<file path="src/rtl/load_ext.sv">
// load_ext: MEM-stage load formatter. Selects the addressed byte/half/word/dword
// from the raw read word, sign- or zero-extends it, flags misaligned or oversized
// accesses, and registers the result behind a two-slot (OUT + SKID) buffer.
//
// Handshake: a transfer happens on a rising edge where valid and ready are both 1.
// A producer holds its payload stable while valid=1 and ready=0. in_ready comes
// straight from a register (~skid valid), so it never depends on out_ready in the
// same cycle. out_data/out_misalign hold while out_valid=1 and out_ready=0.
module load_ext #(
    parameter int DATA_W     = 32,
    parameter int BIG_ENDIAN = 0,
    parameter int CNT_W      = 8,
    localparam int NB        = DATA_W / 8,
    localparam int AW        = $clog2(NB)
) (
    input  logic              clk,
    input  logic              rst,
    input  logic              in_valid,
    output logic              in_ready,
    input  logic [DATA_W-1:0] in_rdata,
    input  logic [AW-1:0]     in_addr_lo,
    input  logic [1:0]        in_size,
    input  logic              in_signed,
    output logic              out_valid,
    input  logic              out_ready,
    output logic [DATA_W-1:0] out_data,
    output logic              out_misalign,
    output logic [CNT_W-1:0]  err_cnt,
    output logic [1:0]        dbg_state
);

    localparam logic [3:0] NB4 = 4'(NB);

    typedef enum logic [1:0] {
        S_EMPTY = 2'd0,
        S_ONE   = 2'd1,
        S_FULL  = 2'd2
    } state_t;

    state_t r_state;
    state_t w_next;

    logic              r_out_valid;
    logic [DATA_W-1:0] r_out_data;
    logic              r_out_mis;
    logic              r_skid_valid;
    logic [DATA_W-1:0] r_skid_data;
    logic              r_skid_mis;
    logic [CNT_W-1:0]  r_err_cnt;

    logic [3:0]        w_sb;
    logic [2:0]        w_amask;
    logic              w_unalign;
    logic              w_too_big;
    logic              w_err;
    logic [3:0]        w_addr4;
    logic [3:0]        w_shift;
    logic [DATA_W-1:0] w_shifted;
    logic [DATA_W-1:0] w_keep;
    logic              w_msb;
    logic              w_ext;
    logic [DATA_W-1:0] w_fmt;
    logic [DATA_W-1:0] w_pay_data;
    logic              w_pay_mis;

    logic w_acc;
    logic w_pop;
    logic w_ld_out_in;
    logic w_ld_out_skid;
    logic w_ld_skid;

    // ---------------- combinational formatting of the incoming request ----------------
    assign w_sb      = 4'd1 << in_size;
    assign w_too_big = (w_sb > NB4);
    assign w_unalign = |(in_addr_lo & w_amask[AW-1:0]);
    assign w_err     = w_unalign | w_too_big;
    assign w_addr4   = 4'(in_addr_lo);
    // Big-endian puts byte 0 in the top lane, so the field is counted from the top.
    assign w_shift   = (BIG_ENDIAN != 0) ? (NB4 - w_sb - w_addr4) : w_addr4;
    assign w_shifted = in_rdata >> {w_shift, 3'b000};

    // Alignment mask, kept-field mask and field MSB for each access size.
    always_comb begin
        w_amask = 3'd0;
        w_keep  = '0;
        w_msb   = 1'b0;
        case (in_size)
            2'd0: begin
                w_amask     = 3'd0;
                w_keep[7:0] = '1;
                w_msb       = w_shifted[7];
            end
            2'd1: begin
                w_amask      = 3'd1;
                w_keep[15:0] = '1;
                w_msb        = w_shifted[15];
            end
            2'd2: begin
                w_amask      = 3'd3;
                w_keep[31:0] = '1;
                w_msb        = w_shifted[31];
            end
            default: begin
                w_amask = 3'd7;
                w_keep  = '1;
                w_msb   = w_shifted[DATA_W-1];
            end
        endcase
    end

    assign w_ext      = in_signed & w_msb;
    assign w_fmt      = (w_shifted & w_keep) | ({DATA_W{w_ext}} & ~w_keep);
    assign w_pay_data = w_err ? '0 : w_fmt;
    assign w_pay_mis  = w_err;

    // ---------------- buffer control ----------------
    assign w_acc = in_valid & ~r_skid_valid;
    assign w_pop = r_out_valid & out_ready;

    // Next occupancy state and which slot loads from where.
    always_comb begin
        w_next        = r_state;
        w_ld_out_in   = 1'b0;
        w_ld_out_skid = 1'b0;
        w_ld_skid     = 1'b0;
        case (r_state)
            S_EMPTY: begin
                if (w_acc) begin
                    w_next      = S_ONE;
                    w_ld_out_in = 1'b1;
                end
            end
            S_ONE: begin
                if (w_acc && !w_pop) begin
                    w_next    = S_FULL;
                    w_ld_skid = 1'b1;
                end else if (w_acc && w_pop) begin
                    w_ld_out_in = 1'b1;
                end else if (w_pop) begin
                    w_next = S_EMPTY;
                end
            end
            S_FULL: begin
                if (w_pop) begin
                    w_next        = S_ONE;
                    w_ld_out_skid = 1'b1;
                end
            end
            default: begin
                w_next = S_EMPTY;
            end
        endcase
    end

    // State register plus slot-valid flags derived from the next occupancy.
    always_ff @(posedge clk) begin
        if (rst) begin
            r_state      <= S_EMPTY;
            r_out_valid  <= 1'b0;
            r_skid_valid <= 1'b0;
        end else begin
            r_state      <= w_next;
            r_out_valid  <= (w_next != S_EMPTY);
            r_skid_valid <= (w_next == S_FULL);
        end
    end

    // Payload slots: OUT reloads from input or SKID; SKID captures on stall.
    always_ff @(posedge clk) begin
        if (rst) begin
            r_out_data  <= '0;
            r_out_mis   <= 1'b0;
            r_skid_data <= '0;
            r_skid_mis  <= 1'b0;
        end else begin
            if (w_ld_out_in) begin
                r_out_data <= w_pay_data;
                r_out_mis  <= w_pay_mis;
            end else if (w_ld_out_skid) begin
                r_out_data <= r_skid_data;
                r_out_mis  <= r_skid_mis;
            end
            if (w_ld_skid) begin
                r_skid_data <= w_pay_data;
                r_skid_mis  <= w_pay_mis;
            end
        end
    end

    // Saturating count of accepted erroneous requests.
    always_ff @(posedge clk) begin
        if (rst) begin
            r_err_cnt <= '0;
        end else if (w_acc && w_err && !(&r_err_cnt)) begin
            r_err_cnt <= r_err_cnt + 1'b1;
        end
    end

    assign in_ready     = ~r_skid_valid;
    assign out_valid    = r_out_valid;
    assign out_data     = r_out_data;
    assign out_misalign = r_out_mis;
    assign err_cnt      = r_err_cnt;
    assign dbg_state    = r_state;

endmodule

</file>
<file path="config.mk">
export PLATFORM = sky130hd
export DESIGN_NAME = load_ext
export DESIGN_NICKNAME = d
export VERILOG_FILES = /design/src/rtl/load_ext.sv
export SDC_FILE = /design/constraint.sdc
export NUM_CORES = 1
export LEC_CHECK = 0
export BUFFER_PORTS_ARGS = -buffer_cell sky130_fd_sc_hd__buf_2
export CAP_MARGIN = 10
export CELL_PAD_IN_SITES_DETAIL_PLACEMENT = 0
export CELL_PAD_IN_SITES_GLOBAL_PLACEMENT = 2
export CORE_UTILIZATION = 32
export DETAILED_ROUTE_END_ITERATION = 6
export PLACE_DENSITY = 0.75
export SYNTH_ARGS = -nofsm -noshare
export SYNTH_HDL_FRONTEND = slang
export SYNTH_SLANG_ARGS = --single-unit
</file>
<file path="constraint.sdc">
create_clock -name clk -period 2.3 [get_ports clk]
set_clock_uncertainty 0.15 [all_clocks]
set_input_delay 0.345 -clock clk [delete_from_list [all_inputs] [get_ports clk]]
set_output_delay 0.345 -clock clk [all_outputs]
set_load 0.03 [all_outputs]
</file>
# After elaboration in Yosys (flattened, before gate mapping)

Index checks and enable logic that the tools add are counted.

$add $sub $neg: 1
$lt $le $gt $ge: 1
Eq/ne operators: 5
Shift operators: 2
Mux-type cells: 23
Bitwise operators: 10
Reduce and logical (&&, ||, !) cells: 13

Operators with widths:

| cell                                                                             | number |
|---|---|
| 32-bit 2-to-1 mux                                                                | 3 |
| 32-bit AND                                                                       | 2 |
| 32-bit NOT                                                                       | 1 |
| 32-bit OR                                                                        | 1 |
| 32-bit by 5-bit right shift with 32-bit output                                   | 1 |
| 16-bit 2-to-1 mux                                                                | 1 |
| 2-bit one-hot mux with 3 select lines                                            | 2 |
| 2-bit 2-to-1 mux                                                                 | 5 |
| 1-bit 2-to-1 mux                                                                 | 9 |
| 8-bit by 1-bit adder with 8-bit output (second input constant)                   | 1 |
| 8-bit 2-to-1 mux                                                                 | 1 |
| 8-bit AND reduction                                                              | 1 |
| 2-bit equality test (second input constant)                                      | 3 |
| 2-bit by 1-bit equality test with 1-bit output (second input constant)           | 2 |
| 4-bit by 3-bit greater-than comparator with 1-bit output (second input constant) | 1 |
| 1-bit logical AND                                                                | 4 |
| 2-bit zero test                                                                  | 2 |
| 1-bit one-hot mux with 2 select lines                                            | 2 |
| 2-bit nonzero test                                                               | 2 |
| 2-bit OR reduction                                                               | 2 |
| 1-bit by 2-bit << shifter with 4-bit output (first input constant)               | 1 |
| 1-bit AND                                                                        | 3 |
| 2-bit AND                                                                        | 1 |
| 1-bit zero test                                                                  | 2 |
| 2 further kinds                                                                  | 2 |

Register bits: 78

# Longest topological paths before layout

Gate-level depths: netlist (run 1).

Word-level depth: 8
Depth in mapped cells: 6
Mapped depth without buffers: 5

# Worst setup path before layout (run 1)

No wires, ideal clock.

Path type: register to register
From: reg r_err_cnt[0] (netlist: err_cnt[0])
To: reg r_err_cnt[4] (netlist: err_cnt[4])
Setup time: 0.132 ns
Arrival time: 1.656 ns
Path slack: 0.362 ns
Stages on the path, launching flop included: 6
Buffers on the path: 0
Period minus slack after synthesis: 1.938 ns
Cells stage by stage: dfxtp_1 > ha_1 > nand2_1 > nor3_1 > or4_1 > a21oi_1

Longest elaborated chain between the ends: 3
Elaborated cells between the ends (all ways): 4
Those cells by class: 1 x add/sub; 3 x reduce/logical

RTL lines:

| element                                                                        | RTL line | RTL |
|---|---|---|
| start: declaration                                                             | 49       | `logic [CNT_W-1:0] r_err_cnt;` |
| start signal: assignment                                                       | 195      | `r_err_cnt <= r_err_cnt + 1'b1;` |
| branches (longest 3 deep; another with 8-bit by 1-bit adder with 8-bit output) | -        |  |

Parallel ways; which one is timed is not known.
A chain may end at the register's enable or synchronous reset.

# Final worst setup path (run 1)

From: reg r_state[1] (netlist: dbg_state[1])
To: reg r_skid_data[15]

Longest elaborated chain between the ends: 2

RTL lines:

| element                                        | RTL line | RTL |
|---|---|---|
| start: declaration                             | 40       | `state_t r_state;` |
| start signal: assignment                       | 162      | `r_state <= w_next;` |
| 2-bit by 1-bit equality test with 1-bit output | 126      | `case (r_state)` |
| 1-bit 2-to-1 mux                               | 126      |  |
| end signal: assignment                         | 184      | `r_skid_data <= w_pay_data;` |
| end: declaration                               | 47       | `logic [DATA_W-1:0] r_skid_data;` |

No other way between the ends.

==> out/qor.txt, run 1 <==
CP Capture Type - flop
Clock Path Buffers - 2
Sink Count - 78
CTS tree - yes
internal power - 2610 uW
Post-Syn Instances - 416
Setup Viol. Count Final - 0
WP data arrival - 2190 ps
final wirelength - 11,600 microns
Crit path required time - 2440 ps
vias in the first global route - 3,378
Post-synth EDFFs - 0
area of the core - 0.0115 sq mm
crit path kind - flop to flop
DP Wirelength - 8430 microns
Starting Density - 33.1%
Hold Crit Start - in_rdata[30]
Gate power share - 19.0%
Filler cells - 1,178
most common cell after layout, fill and taps aside - buf_2
P_sw - 1050 uW
total power - 3660 uW
fmax - 487 MHz
DR vias/cell - 5.38
grt total ovfl - 0
worst rel slew slack - 55.5%
final hold vios - 0
chip width - 111 microns
post-synth top area cell - dfxtp_1
quantity of I/O buffers inserted on ports - 85
Setup Buffers After CTS - 0
worst vdd ir - 461 uV
Reg clk slew, reported paths - 60 ps
routability cong. - 0.788
Residual DRC - 0
Top delay family on crit path - compound AO/OA/AOI/OAI gates
Post-CTS Hold Fix Bufs - 0
crit-path max cell delay - 510 ps
Max Cap Viol - 0
DRT iter0 DRCs - 200
Yosys cell types - 58
Slew Limit Fails - 0
Switching Share - 28.7%
Seq cells post-synth - 78
CP max-delay cell - nor4bb_1
I/O pin count - 86
largest net degree at the start of global routing - 29
most frequent cells in the layout - buf_2, dfxtp_1, a21oi_1
run status - finished, final reports clean
Clk pwr share - 40.7%
share of layout cells above drive strength 1 - 26.9%
sequential power share - 40.2%
final period utilization - 89.3%
initial antenna violation count - 0
synth top area cells - dfxtp_1, mux2i_1, a21oi_1, nor2_1, a22o_1
Worst-Margin Slew - 666 ps
critical-path cell list - buf_4 > nor4bb_1 > o211ai_1 > a31oi_2 > a22o_1
CP Max Fanout - 8
Total Neg Setup Slack - 0 ps
hold crit path type - input pin to flop
DR vias - 3,529
clock latency on the worst-skew pair - 340 ps
PD cells - 764 mW/mm^2
clk root buf - clkbuf_16
Post-Syn Area - 0.00381 sq mm
top cell type's share of synthesized area - 41.0%
Worst R2R Start - dbg_state[1]
average size of a mapped cell - 9.16 sq um
length of the first detailed-routing pass in iterations - 5
die area - 0.0123 sq mm
area delta synth->final - 25.5%
CTS buffer count - 9
RSZ-0062 raised after global routing - false
CP Launch Type - flop
nets - 551
post-route ant nets - 0
CP bufs+invs - 1
Wirelength per Cell - 17.7 microns
crit path launch - dbg_state[1]
Yosys warnings - 0
global-route wire length before repair - 18,600 microns
Leak - 0.00220 uW
Post-synth ARST share - 0%
GRT Util Overall - 19.5%
post-synth net total - 458
row cnt - 39
fin crit period - 2050 ps
Die H - 111 microns
diode count - 0
sequential element share of the synthesized area - 41.0%
# H-tree levels - 3
ys flop type - dfxtp_1
per-layer routing:
layer  vias up  global-route usage [%]  part of all wire [%]
li1       1757                       -                     -
met1      1668                    26.6                    48
met2        97                    30.4                    46
met3         7                    5.19                   4.7
met4         0                    5.14                   1.2
met5         -                       0                     0
power groups by stage:
stage	Sequential [uW]	Clock, uW	Combinational, uW
floorplan	1600	0	343
global placement	1500	0	690
detailed placement	1500	0	694
CTS	1470	1530	697
global route	1480	1590	756
finish	1470	1490	695
flip-flops by register name, indices dropped and copies added (netlist names):
register	count
r_skid_mis	1
err_cnt	8
out_valid	1
r_skid_valid	1
r_skid_data	32
out_misalign	1
dbg_state	2
out_data	32
layout make-up:
cell class                 count  area, sq um  share of cell area, %
clock inverter                 5         75.1                   1.57
sequential                    78         1560                   32.7
inverter                       4         15.0                  0.314
tap                          143          179                   3.74
timing repair buffer         110          613                   12.8
multi-input combinational    306         2110                   44.1
clock buffer                  10          229                   4.79
cell usage after synthesis, drive strengths merged, types with 2 or more instances:
library cell   n
a21boi         3
a21o           5
a21oi         48
a22o          13
a311oi         4
a31o           6
a31oi          2
a32o          11
a41o           9
and3           2
buf           15
clkbuf        13
dfxtp         78
inv            4
mux2i         43
mux4           2
nand2         30
nand2b         2
nand3         11
nand3b         2
nor2          32
nor2b          9
nor3          10
nor3b          2
nor4           5
nor4bb         2
o2111ai        2
o21a           2
o21ai         12
o21bai         2
o22ai         10
o31ai          6
or3            6
or4            2
final timing paths:
path	endpoint	slack, ps	cells after the start
max	r_skid_data[15]	250	5
min	out_data[30]	200	3
max reg2reg	r_skid_data[15]	250	5
min reg2reg	r_skid_data[1]	310	2
cell families after synthesis:
kind of cell | after synthesis | share of synthesized area (%)
AOI/OAI and AO/OA | 138 | 25.5
and+or+nand+nor | 120 | 16.3
DFF | 78 | 41.0
muxes | 46 | 12.8
buffers and inverters | 32 | 3.81
xor gates and xnor gates | 1 | 0.230
adders and majority gates | 1 | 0.328
through the flow:
| stage | setup slack, ps | cells | util (%) | hold WS, ps | area, sq um |
|---|---|---|---|---|---|
| global route | 128 | 656 | 41.5 | 200 | 4780 |
| global placement | 213 | 641 | 38.8 | 293 | 4470 |
| floorplan | 362 | 416 | - | 287 | 3810 |
| detailed placement | 159 | 641 | 38.8 | 298 | 4470 |
| CTS | 181 | 656 | 41.5 | 184 | 4780 |
| finish | 246 | 656 | 41.5 | 200 | 4780 |
what timing repair did:
action,4_1_cts,5_1_grt
gates resized for setup,0,1
endpoints found under the hold margin,0,0
endpoints found under the setup margin,0,5
worst min-delay path, cell delays in order:
cell and delay [ps]:
buf_2 110, a21oi_1 70, o22ai_1 120
Power figures use the tool's default switching activity.
==> run 2: changes to the inputs <==
- ABC_AREA: not set -> 1
- CORE_UTILIZATION: 32 -> 29
- PLACE_DENSITY: 0.75 -> 0.74
- REMOVE_ABC_BUFFERS: not set -> 1
==> run 2 against run 1 <==
Effect of this change: via count increased by 19%; combinational power up 29%; sequential power is 5% higher; synthesized cell count increased by 42%; maximum frequency is 16% higher; die area grew 16%; global-route usage fell by 0.30 points; register-to-register slack gained 280 ps; largest cell class unchanged.
==> out/qor.txt, run 2 <==
CP Capture Type - flop (unchanged)
most instantiated cells after synthesis - nand2_1, nand3_1, a21oi_1 (was dfxtp_1, a21oi_1, mux2i_1)
global-route wire length before repair - 21,300 microns (was 18,600 microns)
Crit path required time - 2420 ps (was 2440 ps)
row cnt - 42 (was 39)
sequential element share of the synthesized area - 38.8% (was 41.0%)
Clk pwr share - 36.2% (was 40.7%)
Yosys cell types - 33 (was 58)
CTS tree - yes (unchanged)
GR Util met2 - 28.8% (was 30.4%)
cell mode on critical path - nor2_4
Die H - 120 microns (was 111 microns)
PD cells - 781 mW/mm^2 (was 764 mW/mm^2)
most frequent cells in the layout - nand2_1, nand3_1, a21oi_1, buf_2, dfxtp_1 (was buf_2, dfxtp_1, a21oi_1)
clock latency on the worst-skew pair - 340 ps (about the same)
vias in the first global route - 3,950 (was 3,378)
Finished Layout Cells - 843 (was 656)
Leak - 0.00214 uW (was 0.00220 uW)
Worst-Margin Slew - 631 ps (was 666 ps)
CP bufs+invs - 1 (unchanged)
average size of a mapped cell - 6.81 sq um (was 9.16 sq um)
worst vdd ir - 451 uV (was 461 uV)
top cell type's share of synthesized area - 38.8% (was 41.0%)
area delta synth->final - 21.4% (was 25.5%)
post-route cell area - 0.00489 sq mm (was 0.00478 sq mm)
Hold Slack - 237 ps (was 200 ps)
area of the multi-input gates - 0.00212 sq mm (was 0.00211 sq mm)
Post-CTS Hold Fix Bufs - 0 (unchanged)
Post-Syn Instances - 591 (was 416)
DR vias/cell - 4.98 (was 5.38)
CP Launch Type - flop (unchanged)
# H-tree levels - 3 (unchanged)
die area - 0.0144 sq mm (was 0.0123 sq mm)
Switching Share - 32.8% (was 28.7%)
total power - 3810 uW (was 3660 uW)
Setup Viol. Count Final - 0 (unchanged)
CP Max Fanout - 52 (was 8)
final hold vios - 0 (unchanged)
Residual DRC - 0 (unchanged)
sequential power share - 40.3% (was 40.2%)
Reg clk slew, reported paths - 60 ps (about the same)
Placed Cells - 827 (was 641)
nets - 704 (was 551)
most common cell after layout, fill and taps aside - nand2_1 (was buf_2)
RSZ-0062 raised after global routing - false (unchanged)
Post-Syn Area - 0.00402 sq mm (was 0.00381 sq mm)
run status - finished, final reports clean (unchanged)
Placed Instance Area - 0.00460 sq mm (was 0.00447 sq mm)
ys flop type - dfxtp_1 (unchanged)
quantity of I/O buffers inserted on ports - 85 (unchanged)
clk root buf - clkbuf_16 (unchanged)
Max Cap Viol - 0 (unchanged)
routability cong. - 0.753 (was 0.788)
synth top area cells - dfxtp_1, nand2_1, nand3_1, a21oi_1, o21ai_0 (was dfxtp_1, mux2i_1, a21oi_1, nor2_1, a22o_1)
Wirelength per Cell - 15.9 microns (was 17.7 microns)
share of layout cells above drive strength 1 - 20.2% (was 26.9%)
fin crit period - 1780 ps (was 2050 ps)
most common cell in the netlist - nand2_1 (was dfxtp_1)
Clock Path Buffers - 2 (unchanged)
length of the first detailed-routing pass in iterations - 4 (was 5)
critical-path cell list - nor2_4 > nand2_1 > nor2_4 > buf_12 > o21ai_0 > a21oi_1 (was buf_4 > nor4bb_1 > o211ai_1 > a31oi_2 > a22o_1)
DR vias - 4,201 (was 3,529)
initial antenna violation count - 0 (unchanged)
met3 GRT Util - 5.56% (was 5.19%)
internal power - 2560 uW (was 2610 uW)
chip width - 120 microns (was 111 microns)
met1 Use GR - 27.2% (was 26.6%)
DP Wirelength - 9210 microns (was 8430 microns)
Sink Count - 78 (unchanged)
Hold Crit Start - rst (was in_rdata[30])
Post-synth EDFFs - 0 (unchanged)
Total Neg Setup Slack - 0 ps (unchanged)
Worst R2R Start - r_skid_valid (was dbg_state[1])
fmax - 563 MHz (was 487 MHz)
crit path launch - r_skid_valid (was dbg_state[1])
post-route ant nets - 0 (unchanged)
final period utilization - 77.3% (was 89.3%)
Top delay family on crit path - simple AND/OR/NAND/NOR gates (was compound AO/OA/AOI/OAI gates)
DRT iter0 DRCs - 272 (was 200)
Seq cells post-synth - 78 (unchanged)
GR peak layer - met2 (unchanged)
CTS buffer count - 9 (unchanged)
Slew Limit Fails - 0 (unchanged)
Gate power share - 23.4% (was 19.0%)
final wirelength - 13,400 microns (was 11,600 microns)
area of the core - 0.0134 sq mm (was 0.0115 sq mm)
Yosys warnings - 0 (unchanged)
post-CTS resize count - 0 (unchanged)
Starting Density - 30.0% (was 33.1%)
hold crit path type - input pin to flop (unchanged)
CP max-delay cell - dfxtp_1 (was nor4bb_1)
grt total ovfl - 0 (unchanged)
I/O pin count - 86 (unchanged)
register area - 0.00156 sq mm (unchanged)
P_sw - 1250 uW (was 1050 uW)
crit path kind - flop to flop (unchanged)
Post-synth ARST share - 0% (unchanged)
post-synth top area cell - dfxtp_1 (unchanged)
diode count - 0 (unchanged)
Filler cells - 1,510 (was 1,178)
WP data arrival - 1900 ps (was 2190 ps)
crit-path max cell delay - 330 ps (was 510 ps)
GRT Util Overall - 19.2% (was 19.5%)
largest net degree at the start of global routing - 65 (was 29)
Setup Buffers After CTS - 0 (unchanged)
worst rel slew slack - 57.9% (was 55.5%)
==> run 2: cell types whose count changed after synthesis, sizes merged, moves of 20 or more <==
cell   previous run  this run
a21oi            48        86
inv               4        24
mux2i            43         0
nand2            30       139
nand3            11        88
o21ai            12        55
==> run 2: worst paths after layout <==
path                            cells after the start               to  slack [ps]
worst min-delay path                                3   r_skid_data[5]         240
worst min register to register                      2     out_misalign         310
worst max-delay path                                6  r_skid_data[15]         520
worst max register to register                      6  r_skid_data[15]         520
==> run 2: routing by layer <==
layer | share of wire (%) | vias up
met1 | 50 | 1952
li1 | - | 2138
met3 | 5.2 | 9
met4 | 0.95 | 0
met5 | 0 | -
met2 | 44 | 102
==> run 2: cells by family (layout without fill, tap and decap cells) <==
logic type / Yosys count / after routing / share of synthesized area (%)
xor gates and xnor gates: 4 / 4 / 0.871
AOI/OAI and AO/OA: 156 / 156 / 21.0
and+or+nand+nor: 281 / 281 / 30.3
buffers and inverters: 71 / 147 / 8.68
DFF: 78 / 78 / 38.8
adders and majority gates: 1 / 1 / 0.311
==> run 2: power by group through the flow <==
stage               Combinational [uW]  Clock, uW  Sequential (uW)
floorplan                          407          0             1710
global placement                   894          0             1570
detailed placement                 898          0             1570
CTS                                902       1420             1540
global route                       992       1480             1550
finish                             894       1380             1540
==> run 2: per-stage QoR <==
| stage | utilization (%) | setup slack, ps |
|---|---|---|
| 5_1_grt | 36.5 | 314 |
| 6_report | 36.5 | 523 |
| 3_3_place_gp | 34.3 | 345 |
| 2_1_floorplan | - | -835 |
| 3_5_place_dp | 34.3 | 335 |
| 4_1_cts | 36.5 | 494 |
==> run 2: cell type report <==
type | instances | share of cell area [%]
repair buffers | 103 | 12.0
clock buffers | 13 | 5.53
flip-flops and latches | 78 | 32.0
clock inverters | 3 | 0.359
multi-input cells | 442 | 43.4
inverters | 28 | 2.25
well taps | 176 | 4.51
==> run 2: worst reg2reg max path: stages (launching register included) <==
cell	delay, ps
dfxtp_1	330
nor2_4	190
nand2_1	150
nor2_4	310
buf_12	280
o21ai_0	140
a21oi_1	170
